===== src/rtl/mem_arb_pkg.sv =====
// mem_arb_pkg
//   Shared types and constants for the memory arbiter.
//   - arb_state_t : last-grant state held by the top-level FSM
//   - port_sel_t  : per-cycle selection result from arb_fair_sel
//   - STREAK_W    : width of the data-grant streak counter
package mem_arb_pkg;

    localparam int STREAK_W = 4;

    typedef enum logic [1:0] {
        IDLE     = 2'd0,
        I_FLIGHT = 2'd1,
        D_FLIGHT = 2'd2
    } arb_state_t;

    typedef enum logic [1:0] {
        NONE   = 2'd0,
        PORT_I = 2'd1,
        PORT_D = 2'd2
    } port_sel_t;

endpackage


===== src/rtl/mem_arbiter_arb_fair_sel.sv =====
// arb_fair_sel
//   Per-cycle grant selection between the fetch (I) and data (D) ports.
//   D wins ties unless D has already been granted MAX_STREAK times in a
//   row while a fetch was waiting, in which case I wins.
// Ports:
//   clk_i     in  clock
//   rst_ni    in  asynchronous active-low reset
//   i_req_i   in  raw fetch request (streak is only kept while it is high)
//   i_elig_i  in  fetch request eligible this cycle
//   d_elig_i  in  data request eligible this cycle
//   sel_o     out selected port (NONE, PORT_I, PORT_D)
module arb_fair_sel
    import mem_arb_pkg::*;
#(
    parameter int MAX_STREAK = 4
) (
    input  logic      clk_i,
    input  logic      rst_ni,
    input  logic      i_req_i,
    input  logic      i_elig_i,
    input  logic      d_elig_i,
    output port_sel_t sel_o
);

    localparam logic [STREAK_W-1:0] STREAK_MAX = STREAK_W'(MAX_STREAK);

    logic [STREAK_W-1:0] streak_q;
    logic [STREAK_W-1:0] streak_d;

    always_comb begin
        sel_o = NONE;
        if (i_elig_i && d_elig_i) begin
            sel_o = (streak_q == STREAK_MAX) ? PORT_I : PORT_D;
        end else if (i_elig_i) begin
            sel_o = PORT_I;
        end else if (d_elig_i) begin
            sel_o = PORT_D;
        end

        // The streak only measures starvation of a fetch that is actually
        // waiting, so it resets as soon as the fetch is served or withdrawn.
        streak_d = streak_q;
        if (!i_req_i || (sel_o == PORT_I)) begin
            streak_d = '0;
        end else if ((sel_o == PORT_D) && (streak_q != STREAK_MAX)) begin
            streak_d = streak_q + 1'b1;
        end
    end

    always_ff @(posedge clk_i or negedge rst_ni) begin
        if (!rst_ni) begin
            streak_q <= '0;
        end else begin
            streak_q <= streak_d;
        end
    end

endmodule


===== src/rtl/mem_arbiter.sv =====
// mem_arbiter
//   Shares one single-ported synchronous-read RAM between the CPU fetch
//   port (I) and load/store port (D). One access is issued per cycle;
//   the response (read data or store acknowledge) appears one cycle later.
// Ports:
//   sys_clk, sys_rst_n          clock, asynchronous active-low reset
//   i_req/i_addr                fetch request and byte address
//   i_gnt/i_valid/i_rdata       fetch grant (comb), response valid, data
//   d_req/d_we/d_addr/d_wdata   data request, store flag, address, data
//   d_gnt/d_valid/d_rdata       data grant (comb), response valid, data
//   m_en/m_we/m_addr/m_wdata    RAM command (word address)
//   m_rdata                     RAM read data, valid the cycle after m_en
module mem_arbiter
    import mem_arb_pkg::*;
#(
    parameter int ADDR_W     = 32,
    parameter int DATA_W     = 32,
    parameter int MEM_AW     = 10,
    parameter int MAX_STREAK = 4
) (
    input  logic              sys_clk,
    input  logic              sys_rst_n,
    input  logic              i_req,
    input  logic [ADDR_W-1:0] i_addr,
    output logic              i_gnt,
    output logic              i_valid,
    output logic [DATA_W-1:0] i_rdata,
    input  logic              d_req,
    input  logic              d_we,
    input  logic [ADDR_W-1:0] d_addr,
    input  logic [DATA_W-1:0] d_wdata,
    output logic              d_gnt,
    output logic              d_valid,
    output logic [DATA_W-1:0] d_rdata,
    output logic              m_en,
    output logic              m_we,
    output logic [MEM_AW-1:0] m_addr,
    output logic [DATA_W-1:0] m_wdata,
    input  logic [DATA_W-1:0] m_rdata
);

    arb_state_t state_q;
    arb_state_t state_d;
    port_sel_t  sel;
    logic       i_elig;
    logic       d_elig;

    // The response-valid registers double as the busy flags: a port that
    // was granted last cycle cannot be granted again this cycle.
    assign i_valid = (state_q == I_FLIGHT);
    assign d_valid = (state_q == D_FLIGHT);
    assign i_elig  = i_req & ~i_valid;
    assign d_elig  = d_req & ~d_valid;

    // The RAM output is shared; the valids say whose data it is.
    assign i_rdata = m_rdata;
    assign d_rdata = m_rdata;

    // Byte-offset bits and bits above the RAM window are deliberately dropped.
    logic unused_addr_bits;
    assign unused_addr_bits = ^{i_addr[ADDR_W-1:MEM_AW+2], i_addr[1:0],
                                d_addr[ADDR_W-1:MEM_AW+2], d_addr[1:0]};

    arb_fair_sel #(
        .MAX_STREAK (MAX_STREAK)
    ) u_sel (
        .clk_i    (sys_clk),
        .rst_ni   (sys_rst_n),
        .i_req_i  (i_req),
        .i_elig_i (i_elig),
        .d_elig_i (d_elig),
        .sel_o    (sel)
    );

    always_comb begin
        i_gnt   = (sel == PORT_I);
        d_gnt   = (sel == PORT_D);
        m_en    = 1'b0;
        m_we    = 1'b0;
        m_addr  = '0;
        m_wdata = '0;
        state_d = IDLE;
        if (i_gnt) begin
            m_en    = 1'b1;
            m_addr  = i_addr[MEM_AW+1:2];
            state_d = I_FLIGHT;
        end else if (d_gnt) begin
            m_en    = 1'b1;
            m_we    = d_we;
            m_addr  = d_addr[MEM_AW+1:2];
            m_wdata = d_wdata;
            state_d = D_FLIGHT;
        end
    end

    always_ff @(posedge sys_clk or negedge sys_rst_n) begin
        if (!sys_rst_n) begin
            state_q <= IDLE;
        end else begin
            state_q <= state_d;
        end
    end

endmodule

===== config.mk =====
export PLATFORM = sky130hd
export DESIGN_NAME = mem_arbiter
export DESIGN_NICKNAME = d
export VERILOG_FILES = /design/src/rtl/mem_arb_pkg.sv /design/src/rtl/mem_arbiter_arb_fair_sel.sv /design/src/rtl/mem_arbiter.sv
export SDC_FILE = /design/constraint.sdc
export NUM_CORES = 1
export LEC_CHECK = 0
export BUFFER_PORTS_ARGS = -buffer_cell sky130_fd_sc_hd__buf_4
export CAP_MARGIN = 15
export CORE_AREA = 10 10 87 89
export CTS_CLUSTER_DIAMETER = 100
export DETAILED_ROUTE_END_ITERATION = 12
export DIE_AREA = 0 0 97 99
export HOLD_SLACK_MARGIN = 0.02
export PLACE_DENSITY_LB_ADDON = 0.25
export SLEW_MARGIN = 40
export SYNTH_ARGS = -nofsm -noshare
export SYNTH_HDL_FRONTEND = slang
export SYNTH_SLANG_ARGS = --single-unit

===== constraint.sdc =====
create_clock -name sys_clk -period 1.6 [get_ports sys_clk]
set_input_delay 0.24 -clock sys_clk [delete_from_list [all_inputs] [get_ports sys_clk]]
set_output_delay 0.24 -clock sys_clk [all_outputs]
set_load 0.05 [all_outputs]

==> run_results.csv, run 1 <==
group,metric,value,unit
placed_design,dp_hpwl,3870,um
sta,fmax,0.496,GHz
placed_design,place_inst,274,
sta,max_slew.worst_pin.slew,0.166,ns
worst_setup_path,cp_top_family,"buffers and inverters",
power,switching_power,581,uW
sta,setup_viol,45,
final_layout,nets,348,
global_routing,antenna_found_initial,0,
final_layout,n_antenna_cell,0,
power,p_comb_frac,0.725,
power,p_int,813,uW
detailed_routing,totalWireLength,4580,um
synthesis,syn_area_per_cell,7.96,um2
worst_setup_path,crit_path_start_kind,"register",
clock_tree,cts_tree,"yes",
power,peakVddDrop,0.000272,V
global_routing,grt-ovfl-total,0,
sta,grt_setup_unrepaired,"yes",
run_status,failed_checks,"negative setup slack",
power,p_clk_frac,0.157,
sta,setup_ws,-0.416,ns
clock_tree,cts_buffer_depth,2,
synthesis,ys_ff_latch,6,
synthesis,synthDistinctLibCells,24,
floorplan,fp.dieH,99,um
clock_tree,clockRootBuffer,"clkbuf_8",
placed_design,gp_congestion,0.705,
floorplan,start_util,0.203,
power,powerDensity,620,nW/um2
detailed_routing,ant_nets,0,
sta,hold_violations,0,
detailed_routing,drt_iter0_drc,11,
synthesis,yosys_warnings,0,
detailed_routing,drc,0,
detailed_routing,wl_per_cell,16.0,um
sta,fin_crit_sh,1.26,
worst_setup_path,arrival,1.78,ns
synthesis,syn_nets,284,
detailed_routing,drtPass1Iterations,3,
worst_setup_path,cpMaxStageDelayCell,"dfrtp_1",
worst_setup_path,crit_fanout,5,
synthesis,syn_area,1190,um2
flow_run,maxCapViolations,0,
worst_setup_path,endpoint_kind,"output pin",
final_layout,fin_area,2250,um2
placed_design,placed_area,1860,um2
power,swShare,0.417,
global_routing,grt_pass1_vias,1367,
worst_setup_path,worstSetupPathType,"register to output pin",
clock_tree,htreeDepth,1,
floorplan,io_pins,245,
detailed_routing,viasPerCell,4.02,
final_layout,final_layout_size_suffix_gt1_frac,0.882,
final_layout,final_cells,286,
clock_tree,cts_sinks,6,
floorplan,std_cell_rows,28,
sta,finClkSkew,0.00308,ns
global_routing,grt_pass1_wl,6970,um
floorplan,fp.dieW,97,um
global_routing,grt_start_max_net_pins,18,
synthesis,netlist_instances,149,
clock_tree,clock_latency,0.22,ns
final_layout,multi_input_area,699,um2
worst_setup_path,slowest_delay,0.37,ns
sta,min_period,2.02,ns
worst_setup_path,crit_buf_inv,3,
worst_setup_path,critical_path_required,1.36,ns
clock_tree,numCtsBuffers,3,
detailed_routing,routed-via-count,1151,
run_status,status,"finished, violations left",
floorplan,dieArea,9600,um2
synthesis,async_reset_ff_frac,1.00,
synthesis,synth_edf_count,0,
global_routing,gr-usage-all-layers,0.0875,
sta,maxSlewHeadroom,0.886,
power,seqPwrFrac,0.118,
worst_setup_path,reg2reg_slack,0.08,ns
final_layout,fillers,585,
sta,finalMaxSlewViolations,0,
final_layout,regArea,150,um2
placed_design,io_buffers,104,
power,p_leak,0.00118,uW
synthesis,seq_area_frac_synth,0.127,
worst_setup_path,cp_cell_sequence,"inv_2, ha_4, nand2_4, o311a_4, bufbuf_16, and2_4, buf_6",
final_layout,area_growth,89.7,%
clock_tree,clkTransAtPathRegs,0.04,ns
hold_path,hp-class,"input port to asynchronous set/reset pin",
floorplan,coreArea,5850,um2
synthesis,ys_dominant_reg_cell,"dfrtp_1",
==> layout by cell type, fill, tap and decap left out, drive strengths merged, types with 2 or more instances in the layout <==
cell type	netlist	layout
and2	33	33
nand2b	2	2
clkbuf	0	4
and3	2	2
buf	70	126
o21a	2	2
nor2	2	2
nor2b	2	2
nand2	5	5
dfrtp	6	6
a22o	10	10
inv	4	4
ha	2	2
mux2i	2	2
==> Yosys cell counts, types with 4 or more instances <==
cell type | instances | area [um2]
inv_1 | 4 | 15.0
dfrtp_1 | 6 | 150
buf_6 | 5 | 56.3
and2_1 | 33 | 206
a22o_1 | 10 | 87.6
nand2_1 | 4 | 15.0
buf_4 | 64 | 480
==> flip-flops by register name, summed over array words and instances (netlist names) <==
signal,flops
state_q,2
u_sel.streak_q,4
==> worst paths after layout <==
check / startpoint / end / cells past startpoint
min in group sys_clk: i_req / u_sel.streak_q[0]$_DFFE_PN0P_ / 3
min reg2reg: u_sel.streak_q[3]$_DFFE_PN0P_ / u_sel.streak_q[3]$_DFFE_PN0P_ / 3
min: sys_rst_n / u_sel.streak_q[3]$_DFFE_PN0P_ / 2
max: u_sel.streak_q[0]$_DFFE_PN0P_ / m_we / 7
max reg2reg: u_sel.streak_q[1]$_DFFE_PN0P_ / u_sel.streak_q[3]$_DFFE_PN0P_ / 7
max in group asynchronous: sys_rst_n / u_sel.streak_q[1]$_DFFE_PN0P_ / 2
==> metal layers <==
metal | up-vias | routed length, um | part of all wire | GRT usage
met3 | 30 | 820 | 0.18 | 0.0649
met4 | 0 | 212 | 0.046 | 0.0624
met5 | - | 0 | 0 | 0
met1 | 502 | 1350 | 0.29 | 0.0726
met2 | 84 | 2200 | 0.48 | 0.144
li1 | 535 | - | - | -
==> area by class of cell <==
type                            count  area share
Multi-Input combinational cell     69       0.311
Timing Repair Buffer              129       0.556
Sequential cell                     6      0.0667
Clock buffer                        3      0.0184
Inverter                            4     0.00667
Tap cell                           75      0.0417
==> power by group through the flow <==
stage                     Clock (uW)  Combinational (uW)  Sequential, uW
after detailed placement           0                 873             166
after global placement             0                 870             166
final                            219                1010             165
after CTS                        228                 996             165
after global routing             242                1060             166
after floorplan                    0                 995             167
==> kinds of logic (layout without fill, tap and decap cells) <==
group	after synthesis	after routing	share of synthesized area
XOR/XNOR	1	1	0.00739
buffers and inverters	74	136	0.469
AO/OA/AOI/OAI	16	16	0.114
adder cells (fa/ha/maj)	2	2	0.0211
multiplexers	2	2	0.0169
flip-flops	6	6	0.127
AND/OR/NAND/NOR	48	48	0.245
==> per-stage QoR <==
| step | worst slack [ns] | util | TNS (ns) | hold WS, ns | power (uW) |
|---|---|---|---|---|---|
| 2_1_floorplan | -0.175 | - | -4.59 | -0.0556 | 1160 |
| 3_3_place_gp | -0.279 | 0.318 | -9.79 | 0.0547 | 1040 |
| 3_5_place_dp | -0.283 | 0.318 | -9.90 | 0.0555 | 1040 |
| 4_1_cts | -0.433 | 0.373 | -17.41 | 0.364 | 1390 |
| 5_1_grt | -0.473 | 0.385 | -19.39 | 0.391 | 1470 |
| 6_report | -0.416 | 0.385 | -16.64 | 0.369 | 1390 |
==> repair_timing <==
action / in CTS / in global routing
setup endpoints to repair: 45 / 47
hold buffers: 1 / 0
buffers inserted: 3 / 2
resized for setup: 46 / 8
hold endpoints to repair: 6 / 0
pin swaps: 0 / 1
gates cloned: 2 / 1
No activity file was read; power rests on OpenSTA's default activity.
==> run 2, diff against run 1 <==
--- a/config.mk
+++ b/config.mk
@@ -11,6 +11,7 @@
 export CTS_CLUSTER_DIAMETER = 100
 export DETAILED_ROUTE_END_ITERATION = 12
 export DIE_AREA = 0 0 97 99
+export GPL_TIMING_DRIVEN = 0
 export HOLD_SLACK_MARGIN = 0.02
 export PLACE_DENSITY_LB_ADDON = 0.25
 export SLEW_MARGIN = 40
==> run 2 against run 1 <==
- the flow still finishes with violations (negative setup slack)
- register-to-register slack lost 0.20 ns
- die area is the same
- sequential power is essentially flat
- first-iteration DRC count grew 64%
- critical endpoint is now m_addr[6]
- largest cell class unchanged
- highest routed layer unchanged
==> run_results.csv, run 2 (same netlist as run 1, synthesis figures left out) <==
group,metric,value,unit
run_status,status,"finished, violations left",
run_status,failed_checks,"negative setup slack",
floorplan,std_cell_rows,28,
final_layout,regMostFlops,"u_sel.streak_q",
placed_design,placed_area,2740,um2
final_layout,fin_area,3210,um2
clock_tree,numCtsBuffers,3,
floorplan,start_util,0.203,
floorplan,fp.dieW,97,um
power,powerDensity,611,nW/um2
detailed_routing,wl_per_cell,15.6,um
sta,finalMaxSlewViolations,0,
global_routing,grt_pass1_wl,9380,um
final_layout,n_antenna_cell,0,
final_layout,final_cell_mix,"buf_4 (198), buf_6 (35), and2_4 (33)",
final_layout,final_common_cell,"buf_4",
power,swShare,0.482,
sta,maxSlewHeadroom,0.845,
sta,grt_setup_unrepaired,"yes",
final_layout,area_growth,171,%
placed_design,dp_slack,-0.361,ns
power,p_comb_frac,0.804,
worst_setup_path,critical_path_required,1.36,ns
worst_setup_path,endpoint_kind,"output pin",
clock_tree,htreeDepth,1,
worst_setup_path,arrival,1.83,ns
global_routing,met3_usage,0.0817,
global_routing,antenna_found_initial,0,
sta,finalSetupTns,-18.45,ns
detailed_routing,drc,0,
worst_setup_path,worstSetupPathType,"register to output pin",
power,p_int,1020,uW
clock_tree,cts_buffer_depth,2,
final_layout,fillers,536,
sta,setup_ws,-0.468,ns
final_layout,nets,473,
power,switching_power,946,uW
worst_setup_path,crit_fanout,5,
detailed_routing,viasPerCell,3.91,
global_routing,grt_start_max_net_pins,12,
placed_design,io_buffers,168,
detailed_routing,ant_nets,0,
sta,finClkSkew,0.000528,ns
flow_run,maxCapViolations,0,
final_layout,final_layout_size_suffix_gt1_frac,0.914,
placed_design,dp_hpwl,5560,um
global_routing,grt-ovfl-total,0,
sta,min_period,2.07,ns
worst_setup_path,crit_path_start_kind,"register",
global_routing,gr-usage-all-layers,0.120,
hold_path,hp-class,"input port to register",
sta,fin_crit_sh,1.29,
floorplan,coreArea,5850,um2
power,p_clk_frac,0.111,
detailed_routing,drt_iter0_drc,18,
power,p_leak,0.00178,uW
global_routing,grt_pass1_vias,1695,
sta,setup_viol,46,
clock_tree,clock_latency,0.22,ns
clock_tree,cts_tree,"yes",
final_layout,top_regs,"u_sel.streak_q: 4 flops, state_q: 2 flops",
final_layout,largest_reg_flops,4,
global_routing,grt_use_met1,0.106,
sta,fmax,0.483,GHz
floorplan,fp.dieH,99,um
global_routing,top_usage_layer,"met2",
power,seqPwrFrac,0.085,
global_routing,use_met2,0.217,
placed_design,gp_congestion,0.725,
clock_tree,clockRootBuffer,"clkbuf_8",
sta,max_slew.worst_pin.slew,0.232,ns
detailed_routing,drtPass1Iterations,3,
sta,hold_violations,0,
floorplan,dieArea,9600,um2
detailed_routing,routed-via-count,1608,
worst_setup_path,reg2reg_slack,-0.12,ns
power,peakVddDrop,0.000346,V
clock_tree,clkTransAtPathRegs,0.03,ns
clock_tree,cts_sinks,6,
floorplan,io_pins,245,
detailed_routing,totalWireLength,6400,um
==> run 2: changes by cell type in the layout (fill, tap and decap cells not counted), sizes merged <==
| cell | delta |
|---|---|
| bufbuf | -1 |
| buf | +126 |
==> run 2: critical path, cell delays in order (launching register included) <==
cell       delay (ns)
dfrtp_1          0.38
inv_2            0.08
ha_4             0.13
nand2_4          0.05
buf_4            0.14
o211ai_4         0.16
nor2b_4          0.24
clkbuf_16        0.18
a22o_4           0.13
buf_8            0.14
==> run 2: path summary, 6_finish.rpt <==
path,from,endpoint,cells past startpoint
max,u_sel.streak_q[1]$_DFFE_PN0P_,m_addr[6],9
min,i_req,u_sel.streak_q[0]$_DFFE_PN0P_,2
max reg2reg,u_sel.streak_q[1]$_DFFE_PN0P_,u_sel.streak_q[3]$_DFFE_PN0P_,9
min reg2reg,u_sel.streak_q[3]$_DFFE_PN0P_,u_sel.streak_q[3]$_DFFE_PN0P_,2
max in group asynchronous,sys_rst_n,u_sel.streak_q[0]$_DFFE_PN0P_,2
min in group asynchronous,sys_rst_n,u_sel.streak_q[3]$_DFFE_PN0P_,2
==> run 2: final cells by class <==
| class | count | area (um2) | area share |
|---|---|---|---|
| timing repair buffer | 185 | 1670 | 0.521 |
| multi-input combinational | 69 | 688 | 0.214 |
| buffer | 69 | 549 | 0.171 |
| sequential | 6 | 150 | 0.0467 |
| tap | 75 | 93.8 | 0.0292 |
| clock buffer | 3 | 41.3 | 0.0129 |
| inverter | 4 | 15.0 | 0.00467 |
==> run 2: metal layers <==
metal / wire length [um] / share of wire / up-vias
met2: 3340 / 0.52 / 117
met5: 0 / 0 / -
met1: 2020 / 0.32 / 700
li1: - / - / 787
met3: 974 / 0.15 / 4
met4: 55 / 0.0086 / 0
==> run 2: power groups by stage <==
stage / registers (uW) / clock network [uW] / logic [uW]
6_report: 166 / 218 / 1580
5_1_grt: 167 / 232 / 1650
4_1_cts: 165 / 227 / 1550
3_5_place_dp: 168 / 0 / 1410
3_3_place_gp: 168 / 0 / 1410
2_1_floorplan: 167 / 0 / 995
==> run 2: through the flow <==
stage               hold slack (ns)   util  std cells  power, uW
finish                        0.310  0.549        411       1960
global route                  0.321  0.549        411       2050
CTS                           0.297  0.532        407       1940
detailed placement           0.0503  0.469        392       1580
global placement             0.0524  0.469        392       1580
floorplan                   -0.0556      -        149       1160
==> run 2: repair_timing <==
action                                  4_1_cts  5_1_grt
resized for setup                            61       13
cloned                                        2        1
endpoints found under the hold margin         6        0
pin swaps                                     3        2
setup buffers                                10        3
hold buffers                                  1        0
endpoints found under the setup margin       45       46
